**config.mk**
```make
export PLATFORM = sky130hd
export DESIGN_NAME = neur_requant_unit_flat
export DESIGN_NICKNAME = d
export VERILOG_FILES = /design/src/rtl/neur_requant_pkg.sv /design/src/rtl/neur_requant_if.sv /design/src/rtl/neur_requant_lane.sv /design/src/rtl/neur_requant_unit.sv /design/src/flat_wrapper.sv
export SDC_FILE = /design/constraint.sdc
export NUM_CORES = 2
export LEC_CHECK = 0
export CAP_MARGIN = 20
export CORE_MARGIN = 4
export CORE_UTILIZATION = 40
export DETAILED_ROUTE_END_ITERATION = 16
export SETUP_SLACK_MARGIN = 0.1
export SLEW_MARGIN = 20
export SYNTH_ARGS = -nofsm -noshare
export SYNTH_HDL_FRONTEND = slang
export SYNTH_HIERARCHICAL = 1
export SYNTH_SLANG_ARGS = --single-unit
export TNS_END_PERCENT = 100
```
**constraint.sdc**
```tcl
create_clock -name clk_i_fast -period 10.56 [get_ports clk_i_fast]
set_clock_uncertainty 0.1 [all_clocks]
set_input_delay 2.64 -clock clk_i_fast [delete_from_list [all_inputs] [get_ports clk_i_fast]]
set_output_delay 2.64 -clock clk_i_fast [all_outputs]
set_load 0.02 [all_outputs]
```
**src/rtl/neur_requant_pkg.sv**
```systemverilog
// Shared types, widths and clamp helpers for the requantisation unit.
// Optional saturation counter is enabled by NEUR_REQUANT_SAT_CNT_EN.
package neur_requant_pkg;

    typedef enum logic [1:0] {
        PREC8 = 2'b00,
        PREC4 = 2'b01,
        PREC2 = 2'b10
    } prec_e;

    typedef enum logic [1:0] {
        IDLE  = 2'b00,
        MUL   = 2'b01,
        ROUND = 2'b10,
        OUT   = 2'b11
    } state_e;

    localparam int SAT_CNT_W = 16;
    localparam int SLOT_W    = 8;
    // Working width for clamping; callers sign-extend their rounded value into it.
    localparam int CLAMP_W   = 64;

    function automatic logic signed [CLAMP_W-1:0] clamp_full(
        input logic signed [CLAMP_W-1:0] r,
        input prec_e                     prec,
        input logic                      relu
    );
        logic signed [CLAMP_W-1:0] hi;
        logic signed [CLAMP_W-1:0] lo;
        int unsigned               p;
        case (prec)
            PREC4:   p = 32'd4;
            PREC2:   p = 32'd2;
            default: p = 32'd8;
        endcase
        if (relu) begin
            hi = (64'sd1 <<< p) - 64'sd1;
            lo = 64'sd0;
        end else begin
            hi = (64'sd1 <<< (p - 32'd1)) - 64'sd1;
            lo = -(64'sd1 <<< (p - 32'd1));
        end
        if (r > hi) begin
            clamp_full = hi;
        end else if (r < lo) begin
            clamp_full = lo;
        end else begin
            clamp_full = r;
        end
    endfunction

    function automatic logic [SLOT_W-1:0] clamp_val(
        input logic signed [CLAMP_W-1:0] r,
        input prec_e                     prec,
        input logic                      relu
    );
        logic signed [CLAMP_W-1:0] full;
        full      = clamp_full(r, prec, relu);
        clamp_val = full[SLOT_W-1:0];
    endfunction

endpackage

```
**src/rtl/neur_requant_if.sv**
```systemverilog
// Accumulator-in / packed-result-out handshake bundle of the requantisation unit.
interface neur_requant_if #(
    parameter int NUM_CH  = 4,
    parameter int ACC_W   = 32,
    parameter int MUL_W   = 8,
    parameter int SHIFT_W = 5
) ();
    logic                      in_valid_i;
    logic                      in_ready_o;
    logic [NUM_CH*ACC_W-1:0]   acc_i;
    logic [NUM_CH*MUL_W-1:0]   mul_i;
    logic [NUM_CH*SHIFT_W-1:0] shift_i;
    logic                      relu_i;
    logic [1:0]                prec_i;
    logic                      out_valid_o;
    logic                      out_ready_i;
    logic [NUM_CH*8-1:0]       out_data_o;

    modport slave (
        input  in_valid_i, acc_i, mul_i, shift_i, relu_i, prec_i, out_ready_i,
        output in_ready_o, out_valid_o, out_data_o
    );

    modport master (
        output in_valid_i, acc_i, mul_i, shift_i, relu_i, prec_i, out_ready_i,
        input  in_ready_o, out_valid_o, out_data_o
    );
endinterface

```
**src/rtl/neur_requant_lane.sv**
```systemverilog
// One multiplier lane: exact signed product acc * mul via an ACC_W+1 bit magnitude.
module neur_requant_lane #(
    parameter int ACC_W = 32,
    parameter int MUL_W = 8
) (
    input  logic signed [ACC_W-1:0]       acc_i,
    input  logic        [MUL_W-1:0]       mul_i,
    output logic signed [ACC_W+MUL_W+1:0] y_o
);
    logic signed [ACC_W:0]       acc_ext_s;
    logic        [ACC_W:0]       mag_s;
    logic        [ACC_W+MUL_W:0] prod_s;

    // Magnitude, unsigned multiply, then restore the sign.
    always_comb begin
        acc_ext_s = {acc_i[ACC_W-1], acc_i};
        if (acc_i[ACC_W-1]) begin
            mag_s = -acc_ext_s;
        end else begin
            mag_s = acc_ext_s;
        end
        prod_s = {{MUL_W{1'b0}}, mag_s} * {{(ACC_W+1){1'b0}}, mul_i};
        if (acc_i[ACC_W-1]) begin
            y_o = -signed'({1'b0, prod_s});
        end else begin
            y_o = signed'({1'b0, prod_s});
        end
    end
endmodule

```
**src/rtl/neur_requant_unit.sv**
```systemverilog
// Requantisation stage: time-multiplexed scale, rounding shift, clamp and pack.
// Define NEUR_REQUANT_SAT_CNT_EN to add the saturation counter (sat_clr_i, sat_cnt_o).
module neur_requant_unit
    import neur_requant_pkg::*;
#(
    parameter int NUM_CH    = 4,
    parameter int MUL_LANES = 2,
    parameter int ACC_W     = 32,
    parameter int MUL_W     = 8,
    parameter int SHIFT_W   = 5
) (
    input  logic                 clk_i_fast,
    input  logic                 rst_ni,
`ifdef NEUR_REQUANT_SAT_CNT_EN
    input  logic                 sat_clr_i,
    output logic [SAT_CNT_W-1:0] sat_cnt_o,
`endif
    neur_requant_if.slave        bus
);
    localparam int NUM_GRP = NUM_CH / MUL_LANES;
    localparam int GRP_W   = (NUM_GRP > 1) ? $clog2(NUM_GRP) : 1;
    localparam int Y_W     = ACC_W + MUL_W + 2;
    localparam int R_W     = Y_W + 1;
    localparam int OUT_W   = NUM_CH * SLOT_W;
    localparam int HIT_W   = $clog2(NUM_CH + 1);
    localparam logic [GRP_W-1:0] LAST_GRP = GRP_W'(NUM_GRP - 1);

    state_e                    state_q, state_d;
    logic [GRP_W-1:0]          grp_q, grp_d;
    logic signed [ACC_W-1:0]   acc_q   [NUM_CH];
    logic signed [ACC_W-1:0]   acc_d   [NUM_CH];
    logic [MUL_W-1:0]          mul_q   [NUM_CH];
    logic [MUL_W-1:0]          mul_d   [NUM_CH];
    logic [SHIFT_W-1:0]        shift_q [NUM_CH];
    logic [SHIFT_W-1:0]        shift_d [NUM_CH];
    logic signed [Y_W-1:0]     y_q     [NUM_CH];
    logic signed [Y_W-1:0]     y_d     [NUM_CH];
    logic                      relu_q, relu_d;
    logic [1:0]                prec_q, prec_d;
    logic                      out_valid_q, out_valid_d;
    logic [OUT_W-1:0]          out_data_q, out_data_d;

    logic signed [ACC_W-1:0]   lane_acc_s [MUL_LANES];
    logic [MUL_W-1:0]          lane_mul_s [MUL_LANES];
    logic signed [Y_W-1:0]     lane_y_s   [MUL_LANES];
    logic [HIT_W-1:0]          hit_cnt_s;

    for (genvar l = 0; l < MUL_LANES; l++) begin : g_lane
        neur_requant_lane #(.ACC_W(ACC_W), .MUL_W(MUL_W)) u_lane (
            .acc_i (lane_acc_s[l]),
            .mul_i (lane_mul_s[l]),
            .y_o   (lane_y_s[l])
        );
    end

    assign bus.in_ready_o  = (state_q == IDLE);
    assign bus.out_valid_o = out_valid_q;
    assign bus.out_data_o  = out_data_q;

    // FSM next state, group counter and output-valid flag.
    always_comb begin
        state_d     = state_q;
        grp_d       = grp_q;
        out_valid_d = out_valid_q;
        case (state_q)
            IDLE: begin
                if (bus.in_valid_i) begin
                    state_d = MUL;
                    grp_d   = {GRP_W{1'b0}};
                end else begin
                    state_d = IDLE;
                end
            end
            MUL: begin
                if (grp_q == LAST_GRP) begin
                    state_d = ROUND;
                    grp_d   = {GRP_W{1'b0}};
                end else begin
                    grp_d = grp_q + {{(GRP_W-1){1'b0}}, 1'b1};
                end
            end
            ROUND: begin
                state_d     = OUT;
                out_valid_d = 1'b1;
            end
            OUT: begin
                if (bus.out_ready_i) begin
                    state_d     = IDLE;
                    out_valid_d = 1'b0;
                end else begin
                    out_valid_d = 1'b1;
                end
            end
            default: begin
                state_d     = IDLE;
                out_valid_d = 1'b0;
            end
        endcase
    end

    // Input capture and lane operand selection / product write-back.
    always_comb begin
        acc_d   = acc_q;
        mul_d   = mul_q;
        shift_d = shift_q;
        y_d     = y_q;
        relu_d  = relu_q;
        prec_d  = prec_q;
        for (int l = 0; l < MUL_LANES; l++) begin
            lane_acc_s[l] = '0;
            lane_mul_s[l] = '0;
        end
        if ((state_q == IDLE) && bus.in_valid_i) begin
            for (int c = 0; c < NUM_CH; c++) begin
                acc_d[c]   = bus.acc_i[(NUM_CH-1-c)*ACC_W +: ACC_W];
                mul_d[c]   = bus.mul_i[(NUM_CH-1-c)*MUL_W +: MUL_W];
                shift_d[c] = bus.shift_i[(NUM_CH-1-c)*SHIFT_W +: SHIFT_W];
            end
            relu_d = bus.relu_i;
            prec_d = bus.prec_i;
        end else begin
            relu_d = relu_q;
        end
        for (int g = 0; g < NUM_GRP; g++) begin
            if (GRP_W'(g) == grp_q) begin
                for (int l = 0; l < MUL_LANES; l++) begin
                    lane_acc_s[l] = acc_q[g*MUL_LANES+l];
                    lane_mul_s[l] = mul_q[g*MUL_LANES+l];
                end
            end else begin
                lane_acc_s = lane_acc_s;
            end
        end
        if (state_q == MUL) begin
            for (int g = 0; g < NUM_GRP; g++) begin
                if (GRP_W'(g) == grp_q) begin
                    for (int l = 0; l < MUL_LANES; l++) begin
                        y_d[g*MUL_LANES+l] = lane_y_s[l];
                    end
                end else begin
                    y_d = y_d;
                end
            end
        end else begin
            y_d = y_d;
        end
    end

    // Rounding shift, clamp and pack of all channels in ROUND.
    always_comb begin
        logic [R_W-1:0]            rnd;
        logic signed [R_W-1:0]     sum;
        logic signed [R_W-1:0]     r;
        logic signed [CLAMP_W-1:0] r_wide;
        logic signed [CLAMP_W-1:0] r_clamp;
        logic [SLOT_W-1:0]         v;
        logic [NUM_CH*8-1:0]       pack8;
        logic [NUM_CH*4-1:0]       pack4;
        logic [NUM_CH*2-1:0]       pack2;
        pack8      = '0;
        pack4      = '0;
        pack2      = '0;
        hit_cnt_s  = '0;
        out_data_d = out_data_q;
        for (int c = 0; c < NUM_CH; c++) begin
            rnd = '0;
            if (shift_q[c] != {SHIFT_W{1'b0}}) begin
                rnd = {{(R_W-1){1'b0}}, 1'b1} << (shift_q[c] - {{(SHIFT_W-1){1'b0}}, 1'b1});
            end else begin
                rnd = '0;
            end
            sum     = {y_q[c][Y_W-1], y_q[c]} + signed'(rnd);
            r       = sum >>> shift_q[c];
            r_wide  = {{(CLAMP_W-R_W){r[R_W-1]}}, r};
            r_clamp = clamp_full(r_wide, prec_e'(prec_q), relu_q);
            v       = clamp_val(r_wide, prec_e'(prec_q), relu_q);
            if (r_clamp != r_wide) begin
                hit_cnt_s = hit_cnt_s + {{(HIT_W-1){1'b0}}, 1'b1};
            end else begin
                hit_cnt_s = hit_cnt_s;
            end
            pack8[(NUM_CH-1-c)*8 +: 8] = v;
            pack4[(NUM_CH-1-c)*4 +: 4] = v[3:0];
            pack2[(NUM_CH-1-c)*2 +: 2] = v[1:0];
        end
        if (state_q == ROUND) begin
            case (prec_q)
                2'b01:   out_data_d = {{(OUT_W-NUM_CH*4){1'b0}}, pack4};
                2'b10:   out_data_d = {{(OUT_W-NUM_CH*2){1'b0}}, pack2};
                default: out_data_d = pack8;
            endcase
        end else begin
            out_data_d = out_data_q;
        end
    end

    // State and pipeline registers.
    always_ff @(posedge clk_i_fast or negedge rst_ni) begin
        if (!rst_ni) begin
            state_q     <= IDLE;
            grp_q       <= '0;
            relu_q      <= 1'b0;
            prec_q      <= 2'b00;
            out_valid_q <= 1'b0;
            out_data_q  <= '0;
            for (int c = 0; c < NUM_CH; c++) begin
                acc_q[c]   <= '0;
                mul_q[c]   <= '0;
                shift_q[c] <= '0;
                y_q[c]     <= '0;
            end
        end else begin
            state_q     <= state_d;
            grp_q       <= grp_d;
            relu_q      <= relu_d;
            prec_q      <= prec_d;
            out_valid_q <= out_valid_d;
            out_data_q  <= out_data_d;
            acc_q       <= acc_d;
            mul_q       <= mul_d;
            shift_q     <= shift_d;
            y_q         <= y_d;
        end
    end

`ifdef NEUR_REQUANT_SAT_CNT_EN
    logic [SAT_CNT_W-1:0] sat_cnt_q, sat_cnt_d;
    logic [SAT_CNT_W:0]   sat_sum_s;

    // Saturating count of clamped channels; clear wins over increment.
    always_comb begin
        sat_sum_s = {1'b0, sat_cnt_q} + {{(SAT_CNT_W+1-HIT_W){1'b0}}, hit_cnt_s};
        if (sat_clr_i) begin
            sat_cnt_d = '0;
        end else if (state_q == ROUND) begin
            if (sat_sum_s[SAT_CNT_W]) begin
                sat_cnt_d = {SAT_CNT_W{1'b1}};
            end else begin
                sat_cnt_d = sat_sum_s[SAT_CNT_W-1:0];
            end
        end else begin
            sat_cnt_d = sat_cnt_q;
        end
    end

    // Saturation counter register.
    always_ff @(posedge clk_i_fast or negedge rst_ni) begin
        if (!rst_ni) begin
            sat_cnt_q <= '0;
        end else begin
            sat_cnt_q <= sat_cnt_d;
        end
    end

    assign sat_cnt_o = sat_cnt_q;
`endif

endmodule

```
**src/flat_wrapper.sv**
```systemverilog
// flat-port wrapper written by rule: the top's interface ports become plain ports
module neur_requant_unit_flat import neur_requant_pkg::*;
#(
    parameter int NUM_CH    = 4,
    parameter int MUL_LANES = 2,
    parameter int ACC_W     = 32,
    parameter int MUL_W     = 8,
    parameter int SHIFT_W   = 5
)
  (clk_i_fast, rst_ni, bus_in_valid_i, bus_acc_i, bus_mul_i, bus_shift_i, bus_relu_i, bus_prec_i, bus_out_ready_i, bus_in_ready_o, bus_out_valid_o, bus_out_data_o);
  neur_requant_if #(.NUM_CH(NUM_CH), .ACC_W(ACC_W), .MUL_W(MUL_W), .SHIFT_W(SHIFT_W)) bus_i ();
  input  logic clk_i_fast;
  input  logic rst_ni;
  input wire logic [$bits(bus_i.in_valid_i)-1:0] bus_in_valid_i;
  input wire logic [$bits(bus_i.acc_i)-1:0] bus_acc_i;
  input wire logic [$bits(bus_i.mul_i)-1:0] bus_mul_i;
  input wire logic [$bits(bus_i.shift_i)-1:0] bus_shift_i;
  input wire logic [$bits(bus_i.relu_i)-1:0] bus_relu_i;
  input wire logic [$bits(bus_i.prec_i)-1:0] bus_prec_i;
  input wire logic [$bits(bus_i.out_ready_i)-1:0] bus_out_ready_i;
  output wire logic [$bits(bus_i.in_ready_o)-1:0] bus_in_ready_o;
  output wire logic [$bits(bus_i.out_valid_o)-1:0] bus_out_valid_o;
  output wire logic [$bits(bus_i.out_data_o)-1:0] bus_out_data_o;
  assign bus_i.in_valid_i = bus_in_valid_i;
  assign bus_i.acc_i = bus_acc_i;
  assign bus_i.mul_i = bus_mul_i;
  assign bus_i.shift_i = bus_shift_i;
  assign bus_i.relu_i = bus_relu_i;
  assign bus_i.prec_i = bus_prec_i;
  assign bus_i.out_ready_i = bus_out_ready_i;
  assign bus_in_ready_o = bus_i.in_ready_o;
  assign bus_out_valid_o = bus_i.out_valid_o;
  assign bus_out_data_o = bus_i.out_data_o;
  neur_requant_unit #(.NUM_CH(NUM_CH), .MUL_LANES(MUL_LANES), .ACC_W(ACC_W), .MUL_W(MUL_W), .SHIFT_W(SHIFT_W)) u_core (.clk_i_fast(clk_i_fast), .rst_ni(rst_ni), .bus(bus_i));
endmodule
```
==> impl_metrics.yaml <==
clock_tree:
  cts_max_path_buffers: 3
  path_clk_slew_ns: 0.06
  clkLatencyLatePin_ns: 0.68
  cts_htree_levels: 2
  clock_tree_root_driver_cell: "sky130_fd_sc_hd__clkbuf_16"
  cts_tree: "done"
  clock_buffer_count_from_cts: 50
  holdBufCountCts: 0
  clock_sink_count: 387
placed_design:
  routabilityCongestion: 0.988
  placement.io_buffers: 220
  hpwlAfterDp_um: 200000
critical_path:
  max_stage_delay_ns: 0.73
  timing.critical_path.slowest_stage_cell: "sky130_fd_sc_hd__dfrtp_4"
  crit_path_end_kind: "flop"
  criticalPathCategory: "reg -> reg"
  largest_fanout_on_the_critical_path: 33
  path_common_cell: "sky130_fd_sc_hd__fa_1"
  timing.critical_path.from_type: "flop"
  crit_required_ns: 11.00
  cp_data_arrival_time_ns: 10.22
timing:
  layout_worst_path_cycle_share_pct: 92.7
  worst_slew_pin_slew_ns: 1.17
  max_freq_mhz: 102
  slew_violations: 0
  setup_tns_ns: 0
  timing.final.setup_violations: 0
  final_hold_viol_count: 0
  post-route-min-period_ns: 9.79
  max-slew-margin-rel_pct: 21.9
  rsz0062_at_grt: "yes"
yosys:
  asyncSetResetFlopFracSynth_pct: 100
  synthCells: 8487
  ys_types: 138
  synth_warnings: 6
  synth_top_area_share_pct: 13.8
  synth_flop_cell: "sky130_fd_sc_hd__dfrtp_1"
  synth_area_um2: 70200
  post-synth-top-area-cell: "sky130_fd_sc_hd__dfrtp_1"
  ys_top_cells_by_area: "sky130_fd_sc_hd__dfrtp_1 14%, sky130_fd_sc_hd__ha_1 13%, sky130_fd_sc_hd__fa_1 11%, sky130_fd_sc_hd__mux2_2 7.9%, sky130_fd_sc_hd__nor2b_1 4.0%"
  ys_seq_elements: 387
  postSynthAreaPerCell_um2: 8.27
  synth_edf_count: 0
  sequential_cell_area_fraction_in_the_yosys_report_pct: 13.8
status:
  result_of_the_run: "finished clean"
drt:
  routed_wl_um: 249000
  antenna_left: 0
  drc_errors: 0
  met2_wirelength_um: 108000
  routed.top_layer: "met5"
  route.vias.total: 65200
  met3_length_um: 16400
  routed_wire_length_per_instance_um: 22.8
  drtPass1Iterations: 7
  vias_per_cell: 5.97
  met1Wirelength_um: 112000
  detail_route.iter0.violations: 5987
flow_run:
  count_of_maximum_capacitance_violations: 0
grt:
  global_route_wire_length_before_repair_um: 383000
  grt_max_degree: 159
  vias_in_the_first_global_route: 63400
  overflow: 0
  antenna_found_initial: 8
  grt.total_usage_pct: 26.6
die:
  floorplan.die_area_um2: 182000
  initial_core_util_pct: 40.3
  core_area_um2: 174000
  rows: 153
  floorplan.die.height_um: 427
  i_o_pin_count: 221
  dieWidth_um: 427
finish:
  drive_above_1_share_pct: 11.0
  filler_cell_count: 17500
  area.growth.synth_to_final_pct: 9.55
  final_net_count: 9872
min_path:
  min-delay-path-class: "reg -> reg"
-- sequential cells by signal, indices dropped and copies added (netlist names) --
signal                  count
u_core/state_q              2
u_core/grp_q                1
u_core/shift_q             20
u_core/acc_q              128
u_core/y_q                168
u_core/bus.out_valid_o      1
u_core/prec_q               2
u_core/relu_q               1
u_core/bus.out_data_o      32
u_core/mul_q               32
-- path summary, 6_finish.rpt --
kind | startpoint | end | slack, ns | cells after the start
max in group asynchronous | rst_ni | u_core/grp_q$_DFFE_PN0P_ | 7.10 | 2
min reg2reg | u_core/mul_q[14]$_DFFE_PN0P_ | u_core/mul_q[14]$_DFFE_PN0P_ | 0.40 | 1
min in group asynchronous | rst_ni | u_core/y_q[144]$_DFFE_PN0P_ | 1.92 | 1
max | u_core/grp_q$_DFFE_PN0P_ | u_core/y_q[79]$_DFFE_PN0P_ | 0.77 | 28
min | u_core/mul_q[14]$_DFFE_PN0P_ | u_core/mul_q[14]$_DFFE_PN0P_ | 0.40 | 1
max reg2reg | u_core/grp_q$_DFFE_PN0P_ | u_core/y_q[79]$_DFFE_PN0P_ | 0.77 | 28
-- repair_timing --
action	4_1_cts	5_1_grt
resized for setup	0	7
setup endpoints to repair	0	21
setup buffers	0	0
-- Yosys cell counts (47+ instances only) --
master                     instances
sky130_fd_sc_hd__inv_1           510
sky130_fd_sc_hd__nor4_1           47
sky130_fd_sc_hd__a31oi_1          62
sky130_fd_sc_hd__o211ai_1         88
sky130_fd_sc_hd__ha_1            757
sky130_fd_sc_hd__a211oi_1         87
sky130_fd_sc_hd__nor3_1          139
sky130_fd_sc_hd__mux2i_1         183
sky130_fd_sc_hd__xor2_1          133
sky130_fd_sc_hd__buf_1            61
sky130_fd_sc_hd__a21oi_1         562
sky130_fd_sc_hd__and3_1           54
sky130_fd_sc_hd__a21o_1          267
sky130_fd_sc_hd__dfrtp_1         387
sky130_fd_sc_hd__nor2_1          623
sky130_fd_sc_hd__nor2b_1         453
sky130_fd_sc_hd__o21ai_0         456
sky130_fd_sc_hd__nand3_1         132
sky130_fd_sc_hd__or3_1            68
sky130_fd_sc_hd__mux2_2          490
sky130_fd_sc_hd__xnor2_1         177
sky130_fd_sc_hd__nand4_1         180
sky130_fd_sc_hd__clkbuf_1        342
sky130_fd_sc_hd__o31ai_1          66
sky130_fd_sc_hd__nand2_1         680
sky130_fd_sc_hd__and2_1           88
sky130_fd_sc_hd__fa_1            376
sky130_fd_sc_hd__o21a_1           83
sky130_fd_sc_hd__nand2b_1        127
-- metal layers --
layer / track usage (%) / up-vias
met5: 0 / -
met4: 10.8 / 4
met3: 3.11 / 467
met2: 41.4 / 2431
met1: 37.6 / 31600
li1: - / 30600
-- cell families (layout without fill, tap and decap cells) --
| family | count (synthesis) | after routing | synth area share (%) |
|---|---|---|---|
| XOR/XNOR | 313 | 313 | 3.94 |
| multiplexers | 713 | 713 | 11.8 |
| flip-flops | 387 | 387 | 13.8 |
| AO/OA/AOI/OAI | 2206 | 2206 | 20.9 |
| adder cells (fa/ha/maj) | 1134 | 1134 | 24.2 |
| AND/OR/NAND/NOR | 2756 | 2756 | 19.9 |
| other | 6 | 108 | 0.0321 |
| buffers and inverters | 972 | 975 | 5.42 |
-- area by class of cell --
| class | instances | area [µm²] | area share, % |
|---|---|---|---|
| flip-flops and latches | 387 | 9700 | 12.6 |
| inverters | 525 | 1970 | 2.56 |
| well taps | 2325 | 2910 | 3.78 |
| clock buffers | 60 | 1330 | 1.73 |
| diodes | 1 | 2.50 | 0.00325 |
| clock inverters | 31 | 493 | 0.641 |
| repair buffers | 359 | 3320 | 4.31 |
| multi-input cells | 7229 | 57200 | 74.3 |
-- cells in the final DEF (no fill, tap or decap), types with 24 or more instances in the layout --
cell type,instances
sky130_fd_sc_hd__a211o_1,24
sky130_fd_sc_hd__nand4_1,180
sky130_fd_sc_hd__clkbuf_16,50
sky130_fd_sc_hd__o31ai_1,66
sky130_fd_sc_hd__or2_2,41
sky130_fd_sc_hd__xor2_1,127
sky130_fd_sc_hd__a221oi_1,29
sky130_fd_sc_hd__o21bai_1,35
sky130_fd_sc_hd__or3_1,68
sky130_fd_sc_hd__buf_4,133
sky130_fd_sc_hd__conb_1,107
sky130_fd_sc_hd__mux2i_1,183
sky130_fd_sc_hd__nor2_1,623
sky130_fd_sc_hd__nand3_1,132
sky130_fd_sc_hd__inv_1,509
sky130_fd_sc_hd__a211oi_1,87
sky130_fd_sc_hd__a21boi_0,27
sky130_fd_sc_hd__o221ai_1,26
sky130_fd_sc_hd__o21a_1,83
sky130_fd_sc_hd__nor2b_1,452
sky130_fd_sc_hd__dfrtp_1,376
sky130_fd_sc_hd__xnor2_1,176
sky130_fd_sc_hd__mux4_2,40
sky130_fd_sc_hd__nor4_1,46
sky130_fd_sc_hd__o211ai_1,88
sky130_fd_sc_hd__nor3_1,139
sky130_fd_sc_hd__a31oi_1,62
sky130_fd_sc_hd__fa_1,376
sky130_fd_sc_hd__nand2_1,678
sky130_fd_sc_hd__mux2_2,490
sky130_fd_sc_hd__o21ai_0,456
sky130_fd_sc_hd__ha_1,757
sky130_fd_sc_hd__and2_1,88
sky130_fd_sc_hd__clkdlybuf4s50_1,219
sky130_fd_sc_hd__and3_1,54
sky130_fd_sc_hd__a21o_1,267
sky130_fd_sc_hd__a21oi_1,562
sky130_fd_sc_hd__nand2b_1,127
sky130_fd_sc_hd__o21ai_1,42
-- worst max-delay path, delay by kind of cell, from the launching register on --
| kind | cells | cell delay [ns] |
|---|---|---|
| buffers and inverters | 2 | 0.09 |
| AND/OR/NAND/NOR | 11 | 3.06 |
| XOR/XNOR | 2 | 0.58 |
| flip-flops | 1 | 0.73 |
| AO/OA/AOI/OAI | 6 | 1.99 |
| multiplexers | 2 | 0.68 |
| adder cells (fa/ha/maj) | 5 | 2.41 |
-- through the flow --
step           util (%)  cells  hold WS [ns]  worst slack [ns]  cell area (µm²)
2_1_floorplan         -   8588         0.374              1.36            70600
3_3_place_gp       43.1  10800         0.382             0.847            75000
3_5_place_dp       43.1  10800         0.387             0.670            75000
4_1_cts            44.1  10900         0.401             0.594            76800
5_1_grt            44.1  10900         0.411            0.0845            76900
6_report           44.1  10900         0.399             0.773            76900
Power is not shown: default switching activity piles up to over one toggle a cycle in this logic, so the estimate is an artifact.
